## config.mk

```make
export PLATFORM = sky130hd
export DESIGN_NAME = temporizador_entrega
export DESIGN_NICKNAME = d
export VERILOG_FILES = /design/src/rtl/temporizador_entrega.sv
export SDC_FILE = /design/constraint.sdc
export NUM_CORES = 1
export LEC_CHECK = 0
export ABC_AREA = 1
export ABC_CLOCK_PERIOD_IN_PS = 3700
export CAP_MARGIN = 15
export CORE_MARGIN = 5
export CORE_UTILIZATION = 50
export CTS_BUF_LIST = sky130_fd_sc_hd__clkbuf_16
export DETAILED_ROUTE_END_ITERATION = 8
export PLACE_DENSITY = 0.81
export SYNTH_ARGS = -nofsm -noshare
export SYNTH_HDL_FRONTEND = slang
export SYNTH_SLANG_ARGS = --single-unit
```

## constraint.sdc

```tcl
create_clock -name clock -period 3.7 [get_ports clock]
set_clock_uncertainty 0.15 [all_clocks]
set_input_delay 0.74 -clock clock [delete_from_list [all_inputs] [get_ports clock]]
set_output_delay 0.74 -clock clock [all_outputs]
set_load 0.01 [all_outputs]
```

## src/rtl/temporizador_entrega.sv

```systemverilog
// Delivery window timer: Moore FSM with tick counter and saturating score.
// Optional macro BONUS_RAPIDO_EN: deliveries completed before the alert earn 2 points.
module temporizador_entrega #(
    parameter int M = 8,
    parameter int N = 4
) (
    input  logic         clock,
    input  logic         zera_s,
    input  logic         iniciar,
    input  logic         tick,
    input  logic         entregue,
    output logic [N-1:0] Q,
    output logic         alerta,
    output logic         sucesso,
    output logic         falha,
    output logic         ocupado,
    output logic [7:0]   pontos,
    output logic [2:0]   estado
);

    typedef enum logic [2:0] {
        OCIOSO   = 3'd0,
        CONTANDO = 3'd1,
        ALERTA   = 3'd2,
        SUCESSO  = 3'd3,
        FALHA    = 3'd4
    } estado_t;

    localparam logic [N-1:0] L_MEIO = N'(M / 2 - 1);
    localparam logic [N-1:0] L_FIM  = N'(M - 1);

    estado_t        r_estado;
    estado_t        w_prox;
    logic [N-1:0]   r_q;
    logic [7:0]     r_pontos;
    logic           w_meio;
    logic           w_fim;
    logic           w_ativo;
    logic           w_q_inc;
    logic           w_entra_suc;
    logic [8:0]     w_ganho;
    logic [8:0]     w_soma;
    logic [7:0]     w_pontos_sat;

    assign w_meio  = (r_q == L_MEIO);
    assign w_fim   = (r_q == L_FIM);
    assign w_ativo = (r_estado == CONTANDO) || (r_estado == ALERTA);
    assign w_q_inc = w_ativo && tick && !w_fim;

    always_comb begin
        w_prox = r_estado;
        case (r_estado)
            OCIOSO: begin
                if (iniciar) w_prox = CONTANDO;
            end
            CONTANDO: begin
                if (entregue)    w_prox = SUCESSO;
                else if (w_meio) w_prox = ALERTA;
            end
            ALERTA: begin
                if (entregue)   w_prox = SUCESSO;
                else if (w_fim) w_prox = FALHA;
            end
            SUCESSO: w_prox = OCIOSO;
            FALHA:   w_prox = OCIOSO;
            default: w_prox = OCIOSO;
        endcase
    end

    assign w_entra_suc = w_ativo && (w_prox == SUCESSO);

`ifdef BONUS_RAPIDO_EN
    assign w_ganho = (r_estado == CONTANDO) ? 9'd2 : 9'd1;
`else
    assign w_ganho = 9'd1;
`endif

    assign w_soma       = {1'b0, r_pontos} + w_ganho;
    assign w_pontos_sat = w_soma[8] ? 8'hFF : w_soma[7:0];

    always_ff @(posedge clock) begin
        if (zera_s) begin
            r_estado <= OCIOSO;
            r_q      <= '0;
            r_pontos <= '0;
        end else begin
            r_estado <= w_prox;
            // Q is cleared on every entry to idle, held in the result states
            if (w_prox == OCIOSO) r_q <= '0;
            else if (w_q_inc)     r_q <= r_q + 1'b1;
            if (w_entra_suc) r_pontos <= w_pontos_sat;
        end
    end

    assign Q       = r_q;
    assign pontos  = r_pontos;
    assign estado  = r_estado;
    assign alerta  = (r_estado == ALERTA);
    assign sucesso = (r_estado == SUCESSO);
    assign falha   = (r_estado == FALHA);
    assign ocupado = w_ativo;

endmodule

```

Word-level counts from Yosys, hierarchy flattened
Index checks and enable logic that the tools add are counted.
Widths: inputs -> output; s select.
- output and inout bits: 19
- flip-flop bits (word level): 15
- bits of input ports: 5
- word-level logic and storage cells: 27
- multiplexer cells: 7
- equality and inequality tests: 7
- $add $sub $neg: 2
- reductions and logical operators: 8
- operators by type and width (cell ; count):
    $mux 3 ; 5
    $add 8x1->9 const B ; 1
    $eq 3x2->1 const B ; 3
    $pmux 3 s3 ; 1
    $mux 8 ; 1
    $logic_not 3->1 ; 2
    $add 4x1->4 const B ; 1
    $eq 4x2->1 const B ; 1
    $eq 4x3->1 const B ; 1
    $eq 3x1->1 const B ; 1
    $eq 3x3->1 const B ; 1
    $logic_and 1x1->1 ; 3
    $reduce_or 2->1 ; 1
    $logic_not 1->1 ; 1
    $logic_or 1x1->1 ; 1

Depth between registers and ports, before layout
- depth after elaboration: 6
- depth in mapped cells: 8
- mapped depth without buffers: 8

Worst setup path after synthesis
Ideal clock, no wire load.
- path kind: reg2out
- start point: register r_estado[1] (netlist: estado[1])
- end point: output port sucesso
- stages on the path, launching flop included: 3
- data arrival time: 0.834 ns
- required time: 2.810 ns
- buffers on the path: 0
- setup slack: 1.976 ns
- path through: dfxtp_1 > inv_2 > nor3_1
- longest elaborated chain between the ends: 1
- RTL lines (what ; RTL line ; source):
    from (decl) ; 32 ; estado_t r_estado;
    from (signal assigned) ; 87 ; r_estado <= w_prox;
    $eq 3x2->1 ; 99 ; assign sucesso = (r_estado == SUCESSO);
    to (decl) ; 14 ; output logic sucesso,
No other way between the ends.

Final worst setup path
Ends and elaborated chain as after synthesis.

==> flow_metrics.py <==
metrics = {
    "run_status": {
        "status": "complete, no violations",
    },
    "synthesis": {
        "yosysTopAreaCell": "dfxtp_1",
        "yosysWarningCount": 0,
        "synthDistinctLibCells": 21,
        "ys_top_cells_by_area": "dfxtp_1 (34%), nor2_1 (8.5%), inv_1 (7.7%), o21ai_0 (7.4%), nand2_1 (6.8%)",
        "syn_area_um2": 880.8,
        "yosysSeqAreaShare_pct": 34.09,
        "netlist_instances": 123,
        "syn_area_per_cell_um2": 7.161,
        "synth.ff_latch_count": 15,
        "syn-num-nets": 130,
        "yosys-top-cells-count": "nor2_1 (20), inv_1 (18), nand2_1 (16)",
        "ys.flop_type": "dfxtp_1",
        "synth_edf_count": 0,
        "yosysTopAreaCellShare_pct": 34.09,
        "async_reset_ff_share_pct": 0,
        "yosysMostFrequentCell": "nor2_1",
    },
    "clock_tree": {
        "ctsResizeCount": 0,
        "cts_setup_buffers": 0,
        "cts_tree": "yes",
        "h-tree-depth": 1,
        "cts_buffers": 3,
        "clk_pin_slew_ps": 50,
        "cts_sinks": 15,
        "insertion_delay_ps": 250,
        "hold_buffers": 0,
        "clk_path_buf_depth": 2,
        "cts-root-buf": "clkbuf_16",
    },
    "sta": {
        "hold_viol": 0,
        "period_minus_slack_ps": 2410,
        "setup_tns_ps": 0,
        "drv_slew": 0,
        "setup_violations": 0,
        "worst_pin_slew_ps": 272.3,
        "rsz0062_at_grt": "no",
        "finalCritPeriodShare_pct": 65.15,
        "fmax_mhz": 414.9,
        "holdWs_ps": 416.6,
        "max_slew_margin_pct": 81.78,
    },
    "power_and_ir_drop": {
        "power_density_mw_per_mm2": 416.2,
        "peakVddDrop_mv": 0.3641,
        "p_total_mw": 0.5082,
        "p_leak_nw": 0.5064,
    },
    "grt": {
        "grt_pass1_vias": 792,
        "met1_usage_pct": 20.21,
        "track_usage_pct": 17.04,
        "antenna_found_initial": 0,
        "grt_max_degree": 10,
        "grt_pass1_wl_um": 3381,
        "busiest_layer": "met2",
        "met2_usage_pct": 26.57,
        "grt_overflow_total": 0,
        "grtUsageMet3_pct": 7.736,
    },
    "route": {
        "wire_per_inst_um": 11.14,
        "vias": 851,
        "route.detailed.drc": 0,
        "first_iter_violations": 15,
        "final_antenna_net_count": 0,
        "wirelength_um": 1949,
        "dr.pass1.iters": 4,
        "via_per_inst": 4.863,
    },
    "finish": {
        "diodes": 0,
        "num-fill-cells": 137,
        "layout-drive-gt1-share_pct": 10.67,
        "fin_nets": 158,
        "multi_input_area_um2": 498.0,
        "seq_area_um2": 300.3,
        "syn_to_final_growth_pct": 38.64,
    },
    "floorplan": {
        "rows": 15,
        "die_h_um": 51.97,
        "dieArea_mm2": 0.002701,
        "core-area_mm2": 0.001708,
        "ioPinCount": 24,
        "start_util_pct": 51.58,
        "die_x_um": 51.97,
    },
    "critical_path": {
        "crit_arrival_ps": 1520,
        "path_class": "flop to output port",
        "start_kind": "flop",
        "worstPathMaxFanout": 5,
        "required_ps": 2810,
        "end_kind": "output port",
    },
    "worst_hold_path": {
        "hp-class": "flop to flop",
    },
    "placed_design": {
        "dp_hpwl_um": 1488,
        "place_congestion": 0.8020,
        "placement.io_buffers": 23,
    },
    "job": {
        "drv_cap": 0,
    },
}
==> worst max-delay path, cell delays in order, from the launching register on <==
cell,delay [ps]
dfxtp_1,410
inv_2,90
nor3_1,200
clkdlybuf4s50_1,570
==> per-layer routing <==
| metal | wire length (um) | share of wire (%) | vias up |
|---|---|---|---|
| met5 | 0 | 0 | - |
| met4 | 26 | 1.3 | 0 |
| met3 | 149 | 7.6 | 5 |
| met2 | 880 | 45 | 17 |
| met1 | 892 | 46 | 378 |
| li1 | - | - | 451 |
==> state kept, by name, summed over array words and instances, names as in the netlist <==
| signal | flops |
|---|---|
| Q | 4 |
| estado | 3 |
| pontos | 8 |
==> where the power goes <==
group	internal (mW)	switching [mW]
clock network	0.143	0.0631
logic	0.0553	0.0579
registers	0.174	0.0151
total	0.372	0.136
==> cell families (layout without fill, tap and decap cells) <==
group | count (synthesis) | count (layout) | share of synthesized area, %
buf+inv | 22 | 49 | 9.374
compound gates | 21 | 21 | 13.92
xor+xnor | 4 | 4 | 3.978
fa+ha+maj | 2 | 2 | 2.840
flops | 15 | 15 | 34.09
simple gates | 59 | 59 | 35.80
==> cells in the final DEF, fill, tap and decap left out, types with 3 or more instances in the layout <==
cell / instances
a21oi_1: 5
clkbuf_16: 3
clkdlybuf4s50_1: 23
dfxtp_1: 15
inv_1: 19
inv_2: 4
nand2_1: 16
nand3_1: 10
nor2_1: 20
nor3_1: 4
o21ai_0: 13
==> final timing paths <==
path         depth (start not counted)  slack [ps]         to      start
min                                  2         420  pontos[7]  pontos[7]
max                                  3        1290    sucesso  estado[1]
min reg2reg                          2         420  pontos[7]  pontos[7]
max reg2reg                          8        2110       Q[0]       Q[0]
==> through the flow <==
step                      worst slack (ps)  util (%)  instance area [um^2]  std cells
final                                 1290     71.50                  1221        175
after CTS                             1313     71.50                  1221        175
after global placement                1606     66.89                  1142        171
after global routing                  1220     71.50                  1221        175
after floorplan                       1976         -                 880.8        123
after detailed placement              1582     66.89                  1142        171
==> layout make-up <==
type / instances / area share [%]
clock buffers: 3 / 6.148
clock inverters: 1 / 0.3074
inverters: 22 / 6.762
multi-input cells: 86 / 40.78
flip-flops and latches: 15 / 24.59
well taps: 25 / 2.561
repair buffers: 23 / 18.85
Power figures use the tool's default switching activity.
